`src/rtl/jpeg_ctrl_pkg.sv`:
```
// Shared encodings for the JPEG encoder control path: sequencer states,
// pipeline stage indices and the default frame size.
package jpeg_ctrl_pkg;

  localparam logic [1:0] IDLE = 2'd0;
  localparam logic [1:0] RUN  = 2'd1;
  localparam logic [1:0] DONE = 2'd2;
  localparam logic [1:0] ERR  = 2'd3;

  typedef enum logic [1:0] {
    S_IDLE = IDLE,
    S_RUN  = RUN,
    S_DONE = DONE,
    S_ERR  = ERR
  } state_t;

  localparam int STG_RGB2YCBCR = 0;
  localparam int STG_DCT       = 1;
  localparam int STG_QUAN      = 2;
  localparam int STG_HUFF      = 3;

  localparam int DEFAULT_NUM_BLOCKS = 64;

endpackage

```
`src/rtl/stage_watchdog.sv`:
```
// Per-stage watchdog: counts cycles a stage stays enabled without finishing
// and flags the terminal count. TIMEOUT=0 removes the counter entirely.
module stage_watchdog #(
  parameter int TIMEOUT = 4096
) (
  input  logic clk,
  input  logic rst_n,
  input  logic clr,
  input  logic inc,
  output logic expired
);

  if (TIMEOUT == 0) begin : g_off
    logic unused_inputs;
    assign unused_inputs = ^{clk, rst_n, clr, inc};
    assign expired = 1'b0;
  end else begin : g_on
    localparam int CW = (TIMEOUT > 1) ? $clog2(TIMEOUT) : 1;
    localparam logic [CW-1:0] TERM = CW'(TIMEOUT - 1);

    logic [CW-1:0] cnt;

    // Holds at the terminal count; the sequencer leaves RUN on that cycle anyway.
    always_ff @(posedge clk) begin
      if (!rst_n || clr) begin
        cnt <= '0;
      end else if (inc && cnt != TERM) begin
        cnt <= cnt + CW'(1);
      end
    end

    assign expired = (cnt == TERM);
  end

endmodule

```
`src/rtl/jpeg_stage_sequencer.sv`:
```
// Frame sequencer for the JPEG encoder: walks NUM_STAGES blocks with a one-hot
// enable/done handshake for each of NUM_BLOCKS 8x8 blocks, with watchdog and abort.
module jpeg_stage_sequencer
  import jpeg_ctrl_pkg::*;
#(
  parameter int NUM_STAGES = 4,
  parameter int NUM_BLOCKS = DEFAULT_NUM_BLOCKS,
  parameter int TIMEOUT    = 4096,
  parameter int BLK_W      = (NUM_BLOCKS > 1) ? $clog2(NUM_BLOCKS) : 1,
  parameter int STG_W      = (NUM_STAGES > 1) ? $clog2(NUM_STAGES) : 1
) (
  input  logic                  clk,
  input  logic                  rst_n,
  input  logic                  start,
  input  logic                  abort,
  input  logic [NUM_STAGES-1:0] stage_done,
  output logic [NUM_STAGES-1:0] stage_en,
  output logic [STG_W-1:0]      cur_stage,
  output logic [BLK_W-1:0]      blk_idx,
  output logic                  busy,
  output logic                  valid,
  output logic                  error
);

  localparam logic [STG_W-1:0]      LAST_STG = STG_W'(NUM_STAGES - 1);
  localparam logic [BLK_W-1:0]      LAST_BLK = BLK_W'(NUM_BLOCKS - 1);
  localparam logic [NUM_STAGES-1:0] FIRST_EN = NUM_STAGES'(1);

  state_t state;
  logic   done_k;
  logic   expired;
  logic   wd_clr;
  logic   wd_inc;

  // stage_en is one-hot on the active stage in RUN and zero elsewhere, so the
  // mask picks out stage_done[k] and ignores every other done bit.
  assign done_k = |(stage_done & stage_en);
  assign wd_clr = (state != S_RUN) || done_k;
  assign wd_inc = (state == S_RUN) && !done_k;

  stage_watchdog #(
    .TIMEOUT(TIMEOUT)
  ) u_watchdog (
    .clk    (clk),
    .rst_n  (rst_n),
    .clr    (wd_clr),
    .inc    (wd_inc),
    .expired(expired)
  );

  always_ff @(posedge clk) begin
    if (!rst_n || abort) begin
      state     <= S_IDLE;
      stage_en  <= '0;
      cur_stage <= '0;
      blk_idx   <= '0;
      busy      <= 1'b0;
      valid     <= 1'b0;
      error     <= 1'b0;
    end else begin
      unique case (state)
        S_IDLE, S_ERR: begin
          if (start) begin
            state     <= S_RUN;
            stage_en  <= FIRST_EN;
            cur_stage <= '0;
            blk_idx   <= '0;
            busy      <= 1'b1;
            error     <= 1'b0;
          end
        end
        S_RUN: begin
          if (done_k) begin
            if (cur_stage != LAST_STG) begin
              cur_stage <= cur_stage + STG_W'(1);
              stage_en  <= stage_en << 1;
            end else if (blk_idx != LAST_BLK) begin
              cur_stage <= '0;
              blk_idx   <= blk_idx + BLK_W'(1);
              stage_en  <= FIRST_EN;
            end else begin
              // blk_idx stays on the last block through the DONE cycle.
              state     <= S_DONE;
              cur_stage <= '0;
              stage_en  <= '0;
              busy      <= 1'b0;
              valid     <= 1'b1;
            end
          end else if (expired) begin
            // cur_stage and blk_idx are left pointing at the stalled stage.
            state    <= S_ERR;
            stage_en <= '0;
            busy     <= 1'b0;
            error    <= 1'b1;
          end
        end
        S_DONE: begin
          state   <= S_IDLE;
          valid   <= 1'b0;
          blk_idx <= '0;
        end
        default: state <= S_IDLE;
      endcase
    end
  end

endmodule

```
`config.mk`:
```
export PLATFORM = sky130hd
export DESIGN_NAME = jpeg_stage_sequencer
export DESIGN_NICKNAME = d
export VERILOG_FILES = /design/src/rtl/jpeg_ctrl_pkg.sv /design/src/rtl/stage_watchdog.sv /design/src/rtl/jpeg_stage_sequencer.sv
export SDC_FILE = /design/constraint.sdc
export NUM_CORES = 1
export LEC_CHECK = 0
export ABC_AREA = 1
export CORE_ASPECT_RATIO = 1.5
export CORE_UTILIZATION = 28
export DETAILED_ROUTE_END_ITERATION = 10
export GPL_TIMING_DRIVEN = 0
export PLACE_DENSITY = 0.53
export REMOVE_ABC_BUFFERS = 1
export SLEW_MARGIN = 0
export SYNTH_ARGS = -nofsm -noshare
export SYNTH_HDL_FRONTEND = slang
export SYNTH_SLANG_ARGS = --single-unit
```
`constraint.sdc`:
```
create_clock -name clk -period 3.6 [get_ports clk]
set_clock_uncertainty 0.05 [all_clocks]
set_input_delay 0.72 -clock clk [delete_from_list [all_inputs] [get_ports clk]]
set_output_delay 0.72 -clock clk [all_outputs]
set_load 0.03 [all_outputs]
```
==> results list, run 1 <==
- Cell area after synthesis: between 1500 and 2000 µm²
* Number of hold buffers added after CTS: 0
- Cell type contributing the most total cell area after synthesis: dfxtp_1
- After global routing the overflow that remains totals 0.
* Fraction of power spent switching nets: 0.264
- Total number of nets in the final design: about 290
- Register-to-Register Setup Slack: about 1.5 ns
- The share of total power dissipated in sequential elements is 0.493.
- The first TritonRoute pass finished after 4 iterations.
* Average instance area after synthesis: 7.04 µm²
* Status: complete, no violations
- In the final layout, the share of cells above drive strength 1 is 0.117.
- In this run the core area contains 34 standard-cell rows.
- Of the total power, the clock network draws 0.388.
- STA classifies the critical path startpoint as a flop.
- Counting instances, the worst hold path has a depth of 2.
- Summed over all nets, the switching power comes to roughly 0.00018 W.
- After technology mapping, the gate count stands at between 200 and 250.
- Worst reg2reg path endpoint: blk_idx[5]$_SDFFE_PP0P_
- Die boundary width: about 66 µm
- DR DRC count: 0
* Setup CP Type: reg2out
* Pin count of the biggest net entering global routing: 14
- Detailed placement ended at an HPWL of about 2900 µm.
- In this run the static leakage power is just under 0.8 nW.
- Sinks on the clock net: 29
* Wire length of the first global-routing pass: 6440 µm
- Effective utilization at floorplan: 0.294
- In this run the most critical hold path is launched from valid$_SDFFE_PP0P_.
* Cell at the root of the clock tree: clkbuf_8
- Proportion of netlist area held by the largest area contributor: 0.334
- Post-Place Cells: between 300 and 400
- For this run, the number of Yosys warnings is 0.
* DIE AREA: 6530 µm²
- The initial antenna violation count is 0.
- Relative to the synthesized area, the layout overhead comes to 21.2%.
* Number of global-route vias before repair: approximately 1400
* Worst-path cell chain: clkdlybuf4s50_1
* Routability-driven placement congestion ratio: 0.760
- The worst pin sits at a relative slew slack of 0.626.
- WP buf/inv: 1
- Hold/Removal Path Class: reg2reg
- The synthesized netlist contains 33 unique library cells.
- In this run the deepest clock path goes through 2 buffers.
- TritonCTS built the clock tree.
* Latest clock arrival within the worst-skew pair: between 0.2 and 0.3 ns
* Total Neg Setup Slack: 0 ns
* Max stage delay cell, worst path: clkdlybuf4s50_1
- The share of total power dissipated in combinational logic is 0.119.
* Worst path required time: 2.83 ns
- Logic depth of the worst register-to-register path: 10
* Total of flip-flops plus latches after synthesis: 29
* Hold Vio Cnt, Final: 0
- Number of routed nets with antenna violations: 0
- In this run the critical register-to-register path is launched from state[1]$_SDFFE_PP0P_.
- Timing-limited maximum frequency: roughly 0.46 GHz
- The worst setup path is captured at an output pin.
- Delay of the slowest cell on the worst path: 0.71 ns
* TritonCTS Buffers: 5
- In the final routed layout, each cell accounts on average for between 10 and 15 µm.
- Minimum period implied by the final worst setup slack: between 2 and 2.5 ns
- Clock transition at the registers of the reported paths: around 0.060 ns
- Via total after detailed routing: 1537
* Synth area leaders: dfxtp_1, nand2_1, inv_1
- In the finished design, the share of the clock period the worst path needs comes to 0.600.
- The floorplan step set the die height to 98.5 µm.
* Core ar.: roughly 5900 µm²
* Via density per instance: 4.44
- Maximum Capacitance Violations: 0
- The repair_antennas step left the layout with diodes totalling 0.
* Sequential share of the synthesized area: 0.334
* Slew at the pin closest to its max-slew limit: ~0.56 ns
* Number of fillers in the final layout: ~640
* Power density relative to cell area: roughly 320 nW/µm²
- Port buffering added 22 buffers.
* Unrepaired setup endpoints after global routing: false
* Maximum fanout count along the critical path: 4
- In this run the count of I/O pins placed on the die edge is 23.
* Internal power consumption: 0.000490 W
* Final Routed Wirelength: about 3800 µm
* Htree depth: 2
- Number of standard cells in the final layout excluding fillers: between 300 and 400
- STA puts the critical path data arrival time at about 1.4 ns.
- The number of gates resized after CTS was 0.
- For this block, the initial DRC count from the detailed router was between 70 and 80.
- Hold endpoint: valid$_SDFFE_PP0P_
- The max-slew violation count was 0.
- Setup repair bufs after CTS: 0
* Setup-failing EPs final: 0
- In this design, the largest share of critical-path delay is due to buffers and inverters.
* Largest voltage drop on the vdd net: 0.177 mV
- GR Util All Layers: 0.129
- Final Power: around 0.00067 W
[layout by cell type (no fill, tap or decap), drive strengths merged, types with 3 or more instances in the layout]
master,netlist,final
a21oi,24,24
clkbuf,1,8
clkdlybuf4s50,0,22
dfxtp,29,29
ha,5,5
inv,34,34
nand2,78,78
nand3,14,14
nand4,6,6
nor2,31,31
nor3,4,4
o21ai,6,6
xnor2,3,3
xor2,5,5
[per-layer routing]
layer,track usage,vias to the layer above,part of all wire
met5,0,-,0
met4,0.0393,0,0.015
met3,0.0382,5,0.038
met2,0.232,25,0.51
met1,0.141,669,0.44
li1,-,838,-
[cell usage after synthesis (all sizes together)]
master and number:
nand2 78, a21oi 24, o31ai 1, and3 1, a31oi 1, nor3 4, xor2 5, inv 34
buf 2, nand3 14, nor2 31, clkbuf 1, nand4 6, ha 5, o21ai 6, o211a 1
dfxtp 29, nor3b 1, xnor2 3
[sequential cells by signal, indices dropped and copies added (netlist names)]
register and count:
cur_stage 2, stage_en 4, valid 1, u_watchdog.g_on.cnt 12, state 2, error 1
blk_idx 6, busy 1
[cell type report]
type,instances,area (µm²),share of cell area
Inverter,34,130,0.0618
Clock buffer,8,80.1,0.0380
Multi-Input combinational cell,181,1000,0.477
Tap cell,72,90.1,0.0428
Timing Repair Buffer,22,220,0.105
Sequential cell,29,581,0.276
[power by group through the flow]
stage	logic (W)	registers (W)	clock network [W]
after global placement	0.0000810	0.000335	0
after CTS	0.0000811	0.000328	0.000265
after global routing	0.0000879	0.000328	0.000276
final	0.0000793	0.000328	0.000258
after floorplan	0.0000506	0.000339	0
after detailed placement	0.0000804	0.000335	0
[worst max path at each step]
stage / startpoint / endpoint / cells after the start
detailed placement: stage_done[1] / stage_en[3]$_SDFFE_PP0P_ / 11
finish: stage_en[0]$_SDFFE_PP0P_ / stage_en[0] / 1
CTS: state[1]$_SDFFE_PP0P_ / blk_idx[5]$_SDFFE_PP0P_ / 10
floorplan: stage_done[2] / stage_en[0]$_SDFFE_PP0P_ / 10
global placement: stage_done[0] / stage_en[0]$_SDFFE_PP0P_ / 11
global route: state[1]$_SDFFE_PP0P_ / blk_idx[0]$_SDFFE_PP0P_ / 10
[cell families after synthesis]
logic type      share of synthesized area
simple gates                        0.397
buf+inv                            0.0878
compound gates                      0.104
flops                               0.334
xor+xnor                           0.0403
fa+ha+maj                          0.0360
[through the flow]
stage                     worst slack, ns  hold slack [ns]   util  area, µm²
after floorplan                      1.82            0.395      -       1720
after global placement               1.18            0.405  0.343       2030
after detailed placement             1.19            0.411  0.343       2030
after CTS                            1.39            0.419  0.356       2110
after global routing                 1.27            0.436  0.356       2110
final                                1.44            0.418  0.356       2110
(Power assumes the default switching activity.)
==> run 2, diff against run 1 <==
--- a/config.mk
+++ b/config.mk
@@ -10,7 +10,7 @@
 export CORE_UTILIZATION = 28
 export DETAILED_ROUTE_END_ITERATION = 10
 export GPL_TIMING_DRIVEN = 0
-export PLACE_DENSITY = 0.53
+export PLACE_DENSITY = 0.55
 export REMOVE_ABC_BUFFERS = 1
 export SLEW_MARGIN = 0
 export SYNTH_ARGS = -nofsm -noshare
==> constraint.sdc (replaced) <==
create_clock -name clk -period 1.9 [get_ports clk]
set_clock_uncertainty 0.05 [all_clocks]
set_input_delay 0.38 -clock clk [delete_from_list [all_inputs] [get_ports clk]]
set_output_delay 0.38 -clock clk [all_outputs]
set_load 0.03 [all_outputs]
==> results list, run 2 (synthesized netlist as in run 1, its figures left out) <==
- Status: complete, no violations
- Clock transition at the registers of the reported paths: 0.06 ns (about the same)
- Dpl cell area: 2030 µm² (unchanged)
* Slew at the pin closest to its max-slew limit: 0.450 ns (-0.112 ns)
- DR WL/cell: 10.9 µm (-1.3%)
- Timing would allow up to around 0.55 GHz.
- The via total after detailed routing came to 1578 (+2.7%).
- In the layout the commonest cells are nand2_1, inv_1, dfxtp_1.
- Area Growth Syn to Fin: 23.0%
- Number of standard cells in the final layout excluding fillers: 346 (unchanged)
* Area occupied by multi-input gates: 1030 µm² (+2.7%)
* GR Util All Layers: 0.135 (+0.00620)
* Maximum Capacitance Violations: 0 (unchanged)
* Via density per instance: 4.56 (+2.7%)
- Worst slack at placement: -0.293 ns (-1.49 ns)
* Met3 track demand over resource in global routing: 0.0382 (unchanged)
* IO buf count: 22 (unchanged)
- Commonest non-fill, non-tap cell in the layout: nand2_1
* Met2 usage in global routing: 0.236 (+0.00471)
* Power density relative to cell area: 593 nW/µm² (+88%)
- Number of hold buffers added after CTS: 0 (unchanged)
- Routability-driven placement congestion ratio: 0.749 (-1.5%)
* Critical path launch point type: flop
- The final design instance area without fill was 2140 µm² (+1.5%).
- The largest individual stage delay along the critical path comes from the cell clkdlybuf4s50_1.
- The flip-flop and latch area was 581 µm² (unchanged).
- The headroom to the max-slew limit was 0.700 (+0.0743).
- Pins over their slew limit: 0 (unchanged)
- Family of cells with the greatest summed delay on the critical path: buffers and inverters
- The total core area is 5910 µm² (unchanged).
- The antenna cell count was 0 (unchanged).
- Data arrival time of the critical path: 1.38 ns (about the same)
- The total buffers and inverters traversed by the critical path came to 1 (unchanged).
- The total leakage power came to 0.782 nW (-0.26%).
- Register-to-Register Setup Slack: 0.15 ns (-1.32 ns)
- TritonCTS built the clock tree.
* Worst path required time: 1.47 ns (-1.36 ns)
* Number of global-route vias before repair: 1528 (+7.4%)
- Delay of the slowest cell on the worst path: 0.70 ns (about the same)
- Post-layout worst setup margin: 0.0927 ns (-1.35 ns)
* Setup-failing EPs final: 0 (unchanged)
* Register containing the most flip-flops in the final layout: u_watchdog.g_on.cnt
* DIE AREA: 6530 µm² (unchanged)
- Antenna violations before repair: 0 (unchanged)
* Minimum period implied by the final worst setup slack: about 1.8 ns
- Number of I/O pins: 23 (unchanged)
- The largest fanout of any net on the critical path is 5 (+1).
- The total negative slack for setup checks came to 0 ns (unchanged).
- The number of buffers added by the clock tree synthesis step is 5 (unchanged).
* GRT busiest layer: met2
- Post-route fraction of the period consumed by the critical path: 0.951
- Drt pass-1 iters: 4 (unchanged)
- The initial cell density of the core was 0.294 (unchanged).
- Sinks on the clock net: 29 (unchanged)
- Largest voltage drop on the vdd net: 0.350 mV (+98%)
* Placed wire-length estimate: 2890 µm (-1.5%)
- The routing usage on met1 was 0.149 (+0.00813).
- Die boundary width: 66.3 µm (unchanged)
* Share of final-layout standard cells stronger than drive strength 1: 0.131 (+0.0146)
- Setup CP Type: reg2out
- The y dimension of the die came to 98.5 µm (unchanged).
- The number of nets in the layout came to 286 (unchanged).
- The largest registers in the layout are u_watchdog.g_on.cnt: 12 flops, blk_idx: 6 flops, stage_en: 4 flops.
- Hold/Removal Path Class: reg2reg
- The number of cell rows was 34 (unchanged).
* Number of routed nets with antenna violations: 0 (unchanged)
- The number of H-tree levels came to 2 (unchanged).
- The DRC marker count from the first detailed-route iteration came to 56 (-26%).
* Final Routed Wirelength: 3780 µm (-1.3%)
- The hold violation total from the final report came to 0 (unchanged).
* Wire length of the first global-routing pass: 6820 µm (+5.8%)
- Post-Place Cells: 338 (unchanged)
- Latest clock arrival within the worst-skew pair: 0.28 ns (about the same)
- The maximum clock insertion buffer count was 2 (unchanged).
* Total congestion overflow: 0 (unchanged)
- Setup repair after global routing left no endpoint under its margin.
* Type of destination of the critical path: output pin
- Pin count of the biggest net entering global routing: 14 (unchanged)
* DR DRC count: 0 (unchanged)
- Worst-path cell chain: clkdlybuf4s50_1
- The final core utilization came to 0.361 (+0.00529).
- Number of flip-flops in the largest register: 12 (unchanged)
- Number of fillers in the final layout: 643 (+1.1%)
- The tree is rooted in a clkbuf_8.
-- run 2: final cells by class --
cell class,instances,area share
multi-input combinational,181,0.483
timing repair buffer,22,0.103
tap,72,0.0422
inverter,34,0.0626
sequential,29,0.272
clock buffer,8,0.0375
-- run 2: path summary, 6_finish.rpt --
check | from | endpoint | depth (start not counted)
max | blk_idx[4]$_SDFFE_PP0P_ | blk_idx[4] | 1
max reg2reg | state[0]$_SDFFE_PP0P_ | blk_idx[5]$_SDFFE_PP0P_ | 10
min | valid$_SDFFE_PP0P_ | valid$_SDFFE_PP0P_ | 2
min reg2reg | valid$_SDFFE_PP0P_ | valid$_SDFFE_PP0P_ | 2
-- run 2: where the power goes --
group | switching [W] | internal [W]
Clock | 0.000229 | 0.000260
Combinational | 0.000100 | 0.0000563
Sequential | 0.00000705 | 0.000615
-- run 2: per-stage QoR --
| step | hold WS (ns) | power (W) |
|---|---|---|
| 6_report | 0.414 | 0.00127 |
| 5_1_grt | 0.442 | 0.00133 |
| 4_1_cts | 0.418 | 0.00129 |
| 3_5_place_dp | 0.409 | 0.000788 |
| 3_3_place_gp | 0.403 | 0.000787 |
| 2_1_floorplan | 0.395 | 0.000738 |
-- run 2: layer usage --
layer	vias up	wire length, µm
met1	716	1620
met4	0	60
met3	5	139
met5	-	0
met2	18	1960
li1	839	-
-- run 2: repair_timing --
| item | CTS | global route |
|---|---|---|
| pin swaps | 0 | 1 |
| gates cloned | 0 | 0 |
| gates resized for setup | 2 | 5 |
| buffers inserted | 0 | 0 |
| endpoints found under the setup margin | 12 | 12 |
